File: src/rtl/dsp_dma_bus_responder.sv
// dsp_dma_bus_responder
//   Bus-side responder for the DSP DMA memory-cycle sequencer. Raises a hold
//   request to the CPU when the DSP asks for the bus, acknowledges the DSP once
//   the CPU has let go, stretches DMA accesses to slow memory with WAIT, and
//   decodes the memory output/write strobes for each DMA cycle.
//
// Ports
//   CLK       in   system clock, all state on the rising edge
//   RESET     in   asynchronous reset, active high
//   DSPBRQ    in   DSP DMA bus request (level, held for the whole tenure)
//   CPUHLDA   in   CPU hold acknowledge
//   MREQL     in   DMA memory request, active low, one cycle per access
//   ST23L     in   DMA sequencer in states 2/3, active low
//   DMAWRITE  in   1 = current access writes memory, 0 = reads
//   MEMSLOW   in   current access targets slow memory
//   CPUHOLD   out  hold request to the CPU
//   DSPBAK    out  bus acknowledge to the DMA sequencer
//   DSPBAKL   out  inverse of DSPBAK
//   WAIT      out  stretch the current DMA memory cycle
//   MEMOEL    out  memory output enable, active low
//   MEMWEL    out  memory write enable, active low
//   PROTERR   out  sticky protocol-error flag
module dsp_dma_bus_responder #(
    parameter int SLOW_WAITS = 2,
    parameter int CNT_W      = 4
) (
    input  logic CLK,
    input  logic RESET,
    input  logic DSPBRQ,
    input  logic CPUHLDA,
    input  logic MREQL,
    input  logic ST23L,
    input  logic DMAWRITE,
    input  logic MEMSLOW,
    output logic CPUHOLD,
    output logic DSPBAK,
    output logic DSPBAKL,
    output logic WAIT,
    output logic MEMOEL,
    output logic MEMWEL,
    output logic PROTERR
);

    localparam logic [CNT_W-1:0] SLOW_CNT = CNT_W'(SLOW_WAITS);

    typedef enum logic [2:0] {
        IDLE,
        HOLDREQ,
        GRANTED,
        ACCESS,
        RELEASE
    } state_t;

    state_t           state, state_nxt;
    logic             cpuhold, cpuhold_nxt;
    logic             dspbak, dspbak_nxt;
    logic             wait_q, wait_nxt;
    logic             proterr, proterr_nxt;
    logic [CNT_W-1:0] count, count_nxt;

    always_ff @(posedge CLK or posedge RESET) begin
        if (RESET) begin
            state   <= IDLE;
            cpuhold <= 1'b0;
            dspbak  <= 1'b0;
            wait_q  <= 1'b0;
            proterr <= 1'b0;
            count   <= '0;
        end else begin
            state   <= state_nxt;
            cpuhold <= cpuhold_nxt;
            dspbak  <= dspbak_nxt;
            wait_q  <= wait_nxt;
            proterr <= proterr_nxt;
            count   <= count_nxt;
        end
    end

    always_comb begin
        state_nxt   = state;
        cpuhold_nxt = cpuhold;
        dspbak_nxt  = dspbak;
        wait_nxt    = wait_q;
        proterr_nxt = proterr;
        count_nxt   = count;

        case (state)
            IDLE: begin
                if (!MREQL) proterr_nxt = 1'b1;
                if (DSPBRQ) begin
                    state_nxt   = HOLDREQ;
                    cpuhold_nxt = 1'b1;
                end
            end

            HOLDREQ: begin
                if (!MREQL) proterr_nxt = 1'b1;
                // A withdrawn request wins over a grant arriving on the same edge.
                if (!DSPBRQ) begin
                    state_nxt   = IDLE;
                    cpuhold_nxt = 1'b0;
                end else if (CPUHLDA) begin
                    state_nxt  = GRANTED;
                    dspbak_nxt = 1'b1;
                end
            end

            GRANTED: begin
                if (!CPUHLDA) proterr_nxt = 1'b1;
                // A new access takes priority; the release is picked up afterwards.
                if (!MREQL) begin
                    state_nxt = ACCESS;
                    count_nxt = MEMSLOW ? SLOW_CNT : '0;
                    wait_nxt  = MEMSLOW && (SLOW_CNT != '0);
                end else if (!DSPBRQ && ST23L) begin
                    state_nxt  = RELEASE;
                    dspbak_nxt = 1'b0;
                end
            end

            ACCESS: begin
                if (!CPUHLDA) proterr_nxt = 1'b1;
                if (!MREQL)   proterr_nxt = 1'b1;
                if (count != '0) begin
                    // WAIT stays up while the count being left behind is non-zero,
                    // so it is high for exactly the loaded number of cycles.
                    count_nxt = count - 1'b1;
                    wait_nxt  = (count != CNT_W'(1));
                end else if (ST23L) begin
                    if (DSPBRQ) begin
                        state_nxt = GRANTED;
                    end else begin
                        state_nxt  = RELEASE;
                        dspbak_nxt = 1'b0;
                    end
                end
            end

            RELEASE: begin
                if (!MREQL) proterr_nxt = 1'b1;
                state_nxt   = IDLE;
                cpuhold_nxt = 1'b0;
            end

            default: begin
                state_nxt   = IDLE;
                cpuhold_nxt = 1'b0;
                dspbak_nxt  = 1'b0;
                wait_nxt    = 1'b0;
                count_nxt   = '0;
            end
        endcase
    end

    assign CPUHOLD = cpuhold;
    assign DSPBAK  = dspbak;
    assign DSPBAKL = ~dspbak;
    assign WAIT    = wait_q;
    assign PROTERR = proterr;

    // Strobes follow the sequencer directly so they track ST23L without delay;
    // gating with the registered acknowledge keeps them idle outside a tenure.
    assign MEMOEL = ~(dspbak & ~ST23L & ~DMAWRITE);
    assign MEMWEL = ~(dspbak & ~ST23L & DMAWRITE);

endmodule

File: config.mk
export PLATFORM = sky130hd
export DESIGN_NAME = dsp_dma_bus_responder
export DESIGN_NICKNAME = d
export VERILOG_FILES = /design/src/rtl/dsp_dma_bus_responder.sv
export SDC_FILE = /design/constraint.sdc
export NUM_CORES = 1
export LEC_CHECK = 0
export ABC_CLOCK_PERIOD_IN_PS = 1950
export CORE_MARGIN = 1
export CORE_UTILIZATION = 50
export DETAILED_ROUTE_END_ITERATION = 10
export PLACE_DENSITY = 0.78
export SYNTH_ARGS = -nofsm -noshare
export SYNTH_HDL_FRONTEND = slang
export SYNTH_SLANG_ARGS = --single-unit
File: constraint.sdc
create_clock -name CLK -period 1.95 [get_ports CLK]
set_input_delay 0.585 -clock CLK [delete_from_list [all_inputs] [get_ports CLK]]
set_output_delay 0.585 -clock CLK [all_outputs]
set_load 0.01 [all_outputs]
* Yosys cells after proc, flatten, opt, wreduce, memory -nomap -nowiden
Cells that the tools add are included.
Cells by class: $add $sub $neg 1, equality and inequality tests 19, multiplexer cells 30, bitwise operators 11, reductions and logical operators 13
Operators by type and width (count):
- 2-to-1 mux 3 bit | 8
- inequality test 2 bit, second input constant | 12
- 2-to-1 mux 1 bit | 13
- one-hot mux 3 bit (4 select lines) | 1
- one-hot mux 4 bit (3 select lines) | 1
- one-hot mux 1 bit (3 select lines) | 3
- 2-to-1 mux 4 bit | 2
- NOT 1 bit | 8
- AND reduction 8 bit | 1
- == test 3 x 2 -> 1 bit, second input constant | 2
- inequality test 3 bit, second input constant | 2
- AND reduction 3 bit | 2
- AND reduction 5 bit | 1
- inequality test 4 x 1 -> 1 bit, second input constant | 1
- one-hot mux 1 bit (4 select lines) | 1
- nonzero test 4 bit | 1
- OR reduction 2 bit | 2
- subtractor 4 x 1 -> 4 bit, second input constant | 1
- AND 1 bit | 3
- == test 3 x 1 -> 1 bit, second input constant | 1
- == test 3 bit, second input constant | 1
- logical NOT 3 bit | 1
- nonzero test 3 bit | 1
- OR reduction 3 bit | 1
- 4 further kinds | 4
Storage, ports and cells: register bits 11, bits of input ports 8, output and inout port bits 7, logic and storage cells 80

* Longest topological paths before layout
Gate-level depths: netlist (run 1).
depth after elaboration 5, depth in mapped cells 6, depth with buffers taken out 6

* Worst setup path after synthesis (run 1)
No wires, ideal clock.
kind register -> register, start reg count[0], end reg wait_q, in the netlist WAIT, setup time 0.128 ns, arrival 1.457 ns, path slack 0.366 ns, cell stages (with the launch flop) 6, period minus slack after synthesis 1.584 ns, path through dfrtp_1 > inv_1 > ha_1 > nor3b_2 > a311oi_2 > mux2_1
On the way: word-level cells in the longest chain between the ends 3
RTL lines:
- start, declared | RTL line 59 | logic [CNT_W-1:0] count, count_nxt;
- start signal, assigned | RTL line 75 | count <= count_nxt;
- inequality test 4 x 1 -> 1 bit / nonzero test 4 bit (equally long branches) | RTL line 128, 124
- 2-to-1 mux 1 bit / inequality test 2 bit (equally long branches)
- one-hot mux 1 bit (3 select lines) / AND reduction 3 bit (equally long branches)
- end signal, assigned | RTL line 73 | wait_q <= wait_nxt;
- end, declared | RTL line 57 | logic wait_q, wait_nxt;
Parallel ways exist; a longest one is shown, timed or not. The select of a mux whose other input is x is not followed. A chain may end at the register's enable or synchronous reset.

* Worst setup path in the final report (run 1)
start in ST23L, end out MEMOEL
On the way: word-level cells in the longest chain between the ends 4
RTL lines:
- start, declared | RTL line 32 | input logic ST23L,
- NOT 1 bit | RTL line 163 | assign MEMOEL = ~(dspbak & ~ST23L & ~DMAWRITE);
- AND 1 bit (2 in a row) | RTL line 163
- NOT 1 bit | RTL line 163
- end, declared | RTL line 39 | output logic MEMOEL,
Every way passes these cells.

==> results of run 1 <==
==> area by class of cell <==
cell class | instances | area (um^2) | area share, %
Clock buffer | 4 | 26.3 | 2.56
Sequential cell | 11 | 275 | 26.9
Timing Repair Buffer | 25 | 214 | 20.9
Tap cell | 16 | 20.0 | 1.95
Multi-Input combinational cell | 64 | 459 | 44.8
Inverter | 8 | 30.0 | 2.93
==> final timing paths <==
kind,endpoint,slack (ns),cells past startpoint
worst max-delay path,MEMOEL,0.03,3
worst min-delay path,PROTERR$_DFFE_PP0P_,0.50,1
worst max register to register,state[1]$_DFFE_PP0P_,0.16,6
worst min register to register,PROTERR$_DFFE_PP0P_,0.50,1
max in group asynchronous,PROTERR$_DFFE_PP0P_,1.03,2
min in group asynchronous,count[1]$_DFFE_PP0P_,0.61,2
==> metrics by stage <==
stage | total power [W] | area (um^2)
after global placement | 0.00117 | 1010
after floorplan | 0.000941 | 793
after detailed placement | 0.00120 | 1010
after global routing | 0.00148 | 1020
final | 0.00135 | 1020
after CTS | 0.00135 | 1020
==> logic make-up after synthesis <==
kind of cell,Yosys count,share of synthesized area (%)
adders and majority gates,3,4.73
muxes,4,5.52
and+or+nand+nor,31,25.4
AOI/OAI and AO/OA,26,22.2
DFF,11,34.7
buffers and inverters,12,7.41
==> registers in the layout, indices dropped and copies added (netlist names) <==
register  count
DSPBAK        1
state         3
WAIT          1
CPUHOLD       1
PROTERR       1
count         4
==> power groups by stage <==
stage / Combinational, W / Sequential, W / Clock (W)
after detailed placement: 0.000750 / 0.000446 / 0
after floorplan: 0.000552 / 0.000388 / 0
after global placement: 0.000730 / 0.000438 / 0
after global routing: 0.000831 / 0.000462 / 0.000182
final: 0.000747 / 0.000442 / 0.000160
after CTS: 0.000748 / 0.000441 / 0.000162
==> routing by layer <==
metal / part of all wire [%] / routed length, um
met1: 46 / 808
met2: 49 / 855
met3: 4.0 / 71
met4: 1.5 / 27
met5: 0 / 0
==> cell usage after synthesis, types with 2 or more instances <==
library cell	number	area [um^2]
mux2_1	3	33.8
inv_1	7	26.3
o221ai_1	2	17.5
o31ai_1	2	15.0
nor3_1	2	10.0
a21oi_1	7	35.0
nor2b_1	2	12.5
nor3b_1	2	15.0
nand2_1	6	22.5
ha_1	3	37.5
o21ai_1	3	15.0
nand3b_1	2	15.0
dfrtp_1	11	275
o21ai_0	6	30.0
nor2_1	6	22.5
buf_2	2	10.0
==> worst max-delay path: cells and delay by family <==
kind | cells | cell delay, ns
and+or+nand+nor | 1 | 0.34
buffers and inverters | 2 | 0.40
==> results.md, run 1 <==
- Via count normalized by instance count: 5.85
- Utilization after layout: 68.8%
- Clock Root Buffer: clkbuf_4
- Remaining max-slew budget at the tightest pin: 62.0%
- Global-route wire length before repair: 3040 um
- Clock sinks: 11
- Count of input and output buffers: 14
- Filler Cells Inserted: 126
- Rows: 14
- Fin. Hold Viols: 0
- Diodes inserted: 0
- Result of the run: complete, no violations
- Die Outline Area: 1750 um^2
- Slew at the pin closest to its max-slew limit: 0.569 ns
- Post-route minimum period: 1.92 ns
- First DRT Iteration DRCs: 20
- Critical register-to-register path startpoint: count[0]$_DFFE_PP0P_
- Effective utilization at floorplan: 53.3%
- Met3 GRT Util: 5.22%
- Unrepaired setup endpoints after global routing: false
- Share of power burned in registers: 32.8%
- Number of buffers inserted to repair setup after CTS: 0
- Number of max-capacitance violations reported: 0
- Post-synthesis cell area: 793 um^2
- Cell count after placement: 124
- Synth-to-layout area growth: 29.2%
- Worst setup path start: ST23L
- Hold crit path type: reg -> reg
- Worst Setup Slack post-DPL: -0.515 ns
- Kind of start point of the critical path: input port
- Slowest cell on the critical path: or3_1
- Final-layout worst hold slack: 0.501 ns
- Horiz. Die Dim: 41.8 um
- Crit path cell chain: dlygate4sd2_1 -> or3_1 -> buf_2
- Maximum VDD drop: 0.820 mV
- Number of antenna violations at the first check in global routing: 0
- Final weighted congestion in routability-driven placement: 0.893
- Total CTS buffers: 3
- Async set or reset register ratio after synthesis: 100%
- Routed wire per std cell: 13.8 um
- Final cell count without fillers: 128
- Crit. End Element: output pin
- Pins Over Slew Limit: 0
- Number of cells produced by synthesis: 87
- Detail Route Antenna Nets: 0
- Share of the cycle needed by the critical path after routing: 98.4%
- Detailed-route via count: 749
- GR peak layer: met2
- Vias in the first global route: 672
- Setup ws final: 0.0317 ns
- Share of post-route cells with drive strength above 1: 20.5%
- Met1 usage in global routing: 29.2%
- TNS Setup: 0 ns
- Clock-pin slew on the worst setup and hold paths: 0.07 ns
- Commonest cells after routing, fill and taps aside: dfrtp_1 (11), buf_4 (11), clkdlybuf4s50_1 (10), inv_1 (7), a21oi_1 (7)
- Cell variety after synth: 37
- EDFF count, synth: 0
- Switching power summed over all nets: 0.000574 W
- Maximum fanout along the worst path: 4
- Pint: 0.000775 W
- Leak pwr: 0.462 nW
- Count of final setup violators: 0
- Gr ovfl total: 0
- Clock Power Share: 11.8%
- Yosys reg bits: 11
- Number of synthesis warnings: 0
- Count of hold buffers inserted by post-cts repair: 0
- Count of TritonRoute iterations in the first routing pass: 4
- M2 GR Usage: 38.8%
- Arrival time reported for the critical path endpoint: 1.33 ns
- Commonest register cell after synthesis: dfrtp_1
- Final routed wirelength across all metal layers: 1760 um
- Maximum number of pins on one net before global-route repair: 19
- Switching share of power: 42.6%
- Die boundary height: 41.8 um
- CTS tree: built
- Number of DRC violations after detailed routing: 0
- Class of the most critical setup path: in -> out
- Critical Path RT: 1.36 ns
- Post-Syn Area per Cell: 9.12 um^2
- Aggregate global-route resource usage: 23.1%
- Total nets after synthesis: 98
- Startpoint of the lowest-slack hold path: PROTERR$_DFFE_PP0P_
- Power per cell area: 1320 nW/um^2
- Core Footprint: 1490 um^2
- Post-DP HPWL: 1400 um
- Power share of the combinational group: 55.4%
- Highest Clock Rate: 0.521 GHz
- Maximum number of buffers from clock root to sink: 2
- Number of nets in the finished design: 124
- Sequential-to-total area share from yosys stat: 34.7%
- Boundary pin count: 15
- Worst path max stage delay: 0.34 ns
- Clock insertion delay at the later pin of the skew report: 0.27 ns
- Post-CTS resize count: 7
- Clock Skew: 0.00351 ns
- H-Tree Level Count: 1
No activity file was read; power rests on OpenSTA's default activity.
==> inputs of run 2 (changes only) <==
- CAP_MARGIN: not set -> 20
- CORE_MARGIN: 1 -> 8
==> run 2 against run 1 <==
- sequential share of layout area about the same
- clock skew down 0.0028 ns
- first-iteration DRC count down 70%
- core utilization up 0.084 points
- cell count unchanged
- total power down 0.46%
- die area up 78%
- register-to-register slack better by 0.04 ns
- sequential power about the same
- non-clock buffer count unchanged
- global-route usage down 11 points
- critical path type is now reg -> out
==> results.md, run 2 (synthesized netlist as in run 1, its figures left out) <==
- Result of the run: complete, no violations
- Critical register-to-register path startpoint: count[0]$_DFFE_PP0P_
- Worst reg-to-reg setup slack: 0.20 ns
- First DRT Iteration DRCs: 6
- Number of antenna violations at the first check in global routing: 0
- Total CTS buffers: 3
- Clock sinks: 11
- Share of the cycle needed by the critical path after routing: 96.0%
- Highest Clock Rate: 0.534 GHz
- Die boundary height: 55.8 um
- Gr ovfl total: 0
- Met3 GRT Util: 3.20%
- Maximum number of buffers from clock root to sink: 2
- Die Outline Area: 3120 um^2
- Commonest cells after routing, fill and taps aside: dfrtp_1 (11), buf_4 (11), clkdlybuf4s50_1 (10), inv_1 (7), a21oi_1 (7)
- Core Footprint: 1490 um^2
- Sequential cell area: 275 um^2
- Clock Root Buffer: clkbuf_4
- M2 GR Usage: 20.2%
- Worst Setup Slack post-DPL: -0.521 ns
- Filler Cells Inserted: 125
- Detail Route Antenna Nets: 0
- Clock Skew: 0.000711 ns
- Number of DRC violations after detailed routing: 0
- Regs by FF count: count x4, state x3
- Hold path depth: 1
- GR peak layer: met2
- Crit. End Element: output pin
- Synth-to-layout area growth: 29.3%
- Startpoint of the lowest-slack hold path: WAIT$_DFFE_PP0P_
- Largest Register: count
- Count of TritonRoute iterations in the first routing pass: 4
- Vias in the first global route: 747
- Rows: 14
- Maximum number of pins on one net before global-route repair: 19
- Unrepaired setup endpoints after global routing: false
- Hold crit path type: reg -> reg
- Final weighted congestion in routability-driven placement: 0.831
- Via count normalized by instance count: 5.65
- Aggregate global-route resource usage: 11.8%
- Number of max-capacitance violations reported: 0
- Final routed wirelength across all metal layers: 1780 um
- Clock-pin slew on the worst setup and hold paths: 0.07 ns
- Clock insertion delay at the later pin of the skew report: 0.27 ns
- Horiz. Die Dim: 55.8 um
- Critical Path RT: 1.36 ns
- Leak pwr: 0.461 nW
- Class of the most critical setup path: reg -> out
- CTS tree: built
- Fin. Hold Viols: 0
- Detailed-route via count: 723
- Remaining max-slew budget at the tightest pin: 61.8%
- Met1 usage in global routing: 13.2%
- Boundary pin count: 15
- Post-route minimum period: 1.87 ns
- H-Tree Level Count: 1
- Count of final setup violators: 0
- Arrival time reported for the critical path endpoint: 1.29 ns
- Largest register FFs: 4
- Kind of start point of the critical path: flip-flop
- Pins Over Slew Limit: 0
- Global-route wire length before repair: 3130 um
- Maximum VDD drop: 0.981 mV
- Final cell count without fillers: 128
- Count of input and output buffers: 14
- Post-DP HPWL: 1420 um
- Power per cell area: 1310 nW/um^2
- Area of combinational cells with multiple inputs: 459 um^2
- Setup ws final: 0.0778 ns
- Cell count after placement: 124
- Worst reg-to-reg path cell count: 5
- Routed wire per std cell: 13.9 um
- Count of hold buffers inserted by post-cts repair: 0
- Maximum fanout along the worst path: 3
- Power after layout: 0.00134 W
- TNS Setup: 0 ns
- Share of post-route cells with drive strength above 1: 20.5%
- Slew at the pin closest to its max-slew limit: 0.573 ns
- Diodes inserted: 0
- Number of nets in the finished design: 124
- Number of buffers inserted to repair setup after CTS: 0
- Effective utilization at floorplan: 53.3%
- End point of the worst hold path: WAIT$_DFFE_PP0P_
- RR Endpoint: count[1]$_DFFE_PP0P_
[run 2: changes by cell type in the layout (fill, tap and decap cells not counted)]
cell,change
clkdlybuf4s15_1,+1
dlygate4sd2_1,-1
[run 2: stage by stage]
step | area (um^2) | hold slack, ns | util (%)
after floorplan | 793 | 0.437 | -
after global placement | 1010 | 0.471 | 67.6
after detailed placement | 1010 | 0.474 | 67.6
after CTS | 1020 | 0.490 | 68.8
after global routing | 1030 | 0.532 | 68.9
final | 1030 | 0.489 | 68.9
[run 2: worst max-delay path, stage by stage, from the launching register on]
cell             delay (ns)
dfrtp_1                0.36
buf_4                  0.12
clkdlybuf4s50_1        0.53
[run 2: layout make-up]
| class | count | share of cell area [%] |
|---|---|---|
| Timing Repair Buffer | 25 | 21.0 |
| Tap cell | 16 | 1.95 |
| Inverter | 8 | 2.93 |
| Clock buffer | 4 | 2.56 |
| Sequential cell | 11 | 26.8 |
| Multi-Input combinational cell | 64 | 44.8 |
[run 2: how the worst max path moves through the flow]
stage	cells past startpoint	from	to
2_1_floorplan	5	count[0]$_DFFE_PP0P_	WAIT$_DFFE_PP0P_
3_3_place_gp	3	ST23L	MEMOEL
3_5_place_dp	3	ST23L	MEMOEL
4_1_cts	3	ST23L	MEMOEL
5_1_grt	3	ST23L	MEMOEL
6_report	2	DSPBAK$_DFFE_PP0P_	DSPBAK
[run 2: metal layers]
metal | up-vias | wire (um)
li1 | 362 | -
met1 | 346 | 785
met2 | 12 | 882
met3 | 3 | 71
met4 | 0 | 36
met5 | - | 0
[run 2: where the power goes]
part	internal (W)	switching, W
Clock	0.0000795	0.0000779
Sequential	0.000311	0.000133
Combinational	0.000385	0.000357
Total	0.000775	0.000568
[run 2: what timing repair did]
| item | CTS | global route |
|---|---|---|
| setup endpoints to repair | 2 | 1 |
| gates resized for setup | 7 | 1 |
| cloned | 0 | 0 |
==> inputs of run 3 (changes only) <==
- REMOVE_ABC_BUFFERS: not set -> 1
==> run 3 against run 2 <==
- non-clock buffer count is the same
- register-to-register slack worse by 0.03 ns
- critical path type is now in -> out
- highest routed layer unchanged
- design area down 0.12%
- clock skew barely moved
- via count up 3.7%
- first-iteration DRC count increased to 3.5 times the previous value
==> results.md, run 3 (synthesized netlist as in run 1, its figures left out) <==
- Result of the run: complete, no violations
- Setup ws final: 0.0536 ns
- Share of post-route cells with drive strength above 1: 20.5%
- Post-DP HPWL: 1530 um
- Final cell count without fillers: 128
- Aggregate global-route resource usage: 12.6%
- Startpoint of the lowest-slack hold path: PROTERR$_DFFE_PP0P_
- Detailed-route via count: 750
- Remaining max-slew budget at the tightest pin: 70.9%
- Fin. Hold Viols: 0
- Maximum number of buffers from clock root to sink: 2
- Number of antenna violations at the first check in global routing: 0
- Die Outline Area: 3120 um^2
- Die boundary height: 55.8 um
- Crit. End Element: output pin
- Clock Skew: 0.000263 ns
- Diodes inserted: 0
- Hold crit path type: reg -> reg
- Count of TritonRoute iterations in the first routing pass: 4
- Number of buffers inserted to repair setup after CTS: 0
- Via count normalized by instance count: 5.86
- Clock insertion delay at the later pin of the skew report: 0.27 ns
- RR Endpoint: count[1]$_DFFE_PP0P_
- Detail Route Antenna Nets: 0
- Maximum number of pins on one net before global-route repair: 12
- Critical register-to-register path startpoint: count[0]$_DFFE_PP0P_
- Crit path cell chain: dlygate4sd2_1 -> or3_1 -> buf_2
- Count of input and output buffers: 14
- Total CTS buffers: 3
- Effective utilization at floorplan: 53.3%
- Arrival time reported for the critical path endpoint: 1.31 ns
- Number of nets in the finished design: 124
- Worst path max stage delay: 0.33 ns
- Slew at the pin closest to its max-slew limit: 0.436 ns
- Post-route minimum period: 1.90 ns
- Horiz. Die Dim: 55.8 um
- Core Footprint: 1490 um^2
- Unrepaired setup endpoints after global routing: false
- CP delay by family, top: buffers and inverters
- Regs by FF count: count x4, state x3
- Final-layout worst hold slack: 0.499 ns
- Cell count after placement: 124
- Global-route wire length before repair: 3330 um
- Kind of start point of the critical path: input port
- Worst reg-to-reg setup slack: 0.17 ns
- Leak pwr: 0.462 nW
- Buf+Inv Stages, Crit Path: 2
- Routed wire per std cell: 14.8 um
- Commonest cells after routing, fill and taps aside: dfrtp_1 (11), buf_4 (11), clkdlybuf4s50_1 (10), inv_1 (7), a21oi_1 (7)
- Boundary pin count: 15
- Filler Cells Inserted: 97
- Post-CTS resize count: 7
- Synth-to-layout area growth: 29.2%
- Slowest cell on the critical path: or3_1
- End point of the worst hold path: PROTERR$_DFFE_PP0P_
- Clock-pin slew on the worst setup and hold paths: 0.07 ns
- Worst Setup Slack post-DPL: -0.493 ns
- Share of the cycle needed by the critical path after routing: 97.3%
- CTS tree: built
- Vias in the first global route: 745
- Hold path depth: 1
- Number of max-capacitance violations reported: 0
- Clock Root Buffer: clkbuf_4
- Maximum VDD drop: 0.827 mV
- Number of DRC violations after detailed routing: 0
- Pins Over Slew Limit: 0
- Maximum fanout along the worst path: 3
- Class of the most critical setup path: in -> out
- H-Tree Level Count: 1
- Critical Path RT: 1.36 ns
- Rows: 14
- Count of hold buffers inserted by post-cts repair: 0
- Power per cell area: 1330 nW/um^2
- Final routed wirelength across all metal layers: 1890 um
- Largest Register: count
- Count of final setup violators: 0
- Clock sinks: 11
- Largest register FFs: 4
- Worst reg-to-reg path cell count: 5
- Final weighted congestion in routability-driven placement: 0.853
- Gr ovfl total: 0
- Highest Clock Rate: 0.527 GHz
- First DRT Iteration DRCs: 21
[run 3: routing by layer]
layer	up-vias	global-route usage, %	routed length, um
li1	365	-	-
met1	360	14.7	845
met2	20	21.3	922
met3	5	2.74	88
met4	0	5.50	32
met5	-	0	0
[run 3: how the worst max path moves through the flow]
stage	from	endpoint	depth (start not counted)
after floorplan	state[0]$_DFFE_PP0P_	WAIT$_DFFE_PP0P_	4
after CTS	ST23L	MEMOEL	3
final	ST23L	MEMOEL	3
after global placement	ST23L	MEMOEL	3
after global routing	ST23L	MEMOEL	3
after detailed placement	ST23L	MEMOEL	3
[run 3: final cells by class]
cell class,count,area (um^2),share of cell area [%]
repair buffers,25,214,20.9
inverters,8,30.0,2.93
well taps,16,20.0,1.95
clock buffers,4,26.3,2.56
flip-flops and latches,11,275,26.9
multi-input cells,64,459,44.8
[run 3: where the power goes]
group / leakage (nW) / switching [W] / internal (W) / total (W)
clock network: 0.0150 / 0.0000770 / 0.0000793 / 0.000156
logic: 0.312 / 0.000386 / 0.000393 / 0.000779
registers: 0.135 / 0.000121 / 0.000311 / 0.000432
[run 3: through the flow]
step           util [%]  setup TNS [ns]  instance area [um^2]  total power [W]
2_1_floorplan         -               0                   764         0.000896
3_3_place_gp       67.6           -1.30                  1010          0.00118
3_5_place_dp       67.6           -1.43                  1010          0.00122
4_1_cts            68.8               0                  1020          0.00137
5_1_grt            68.8               0                  1020          0.00147
6_report           68.8               0                  1020          0.00137
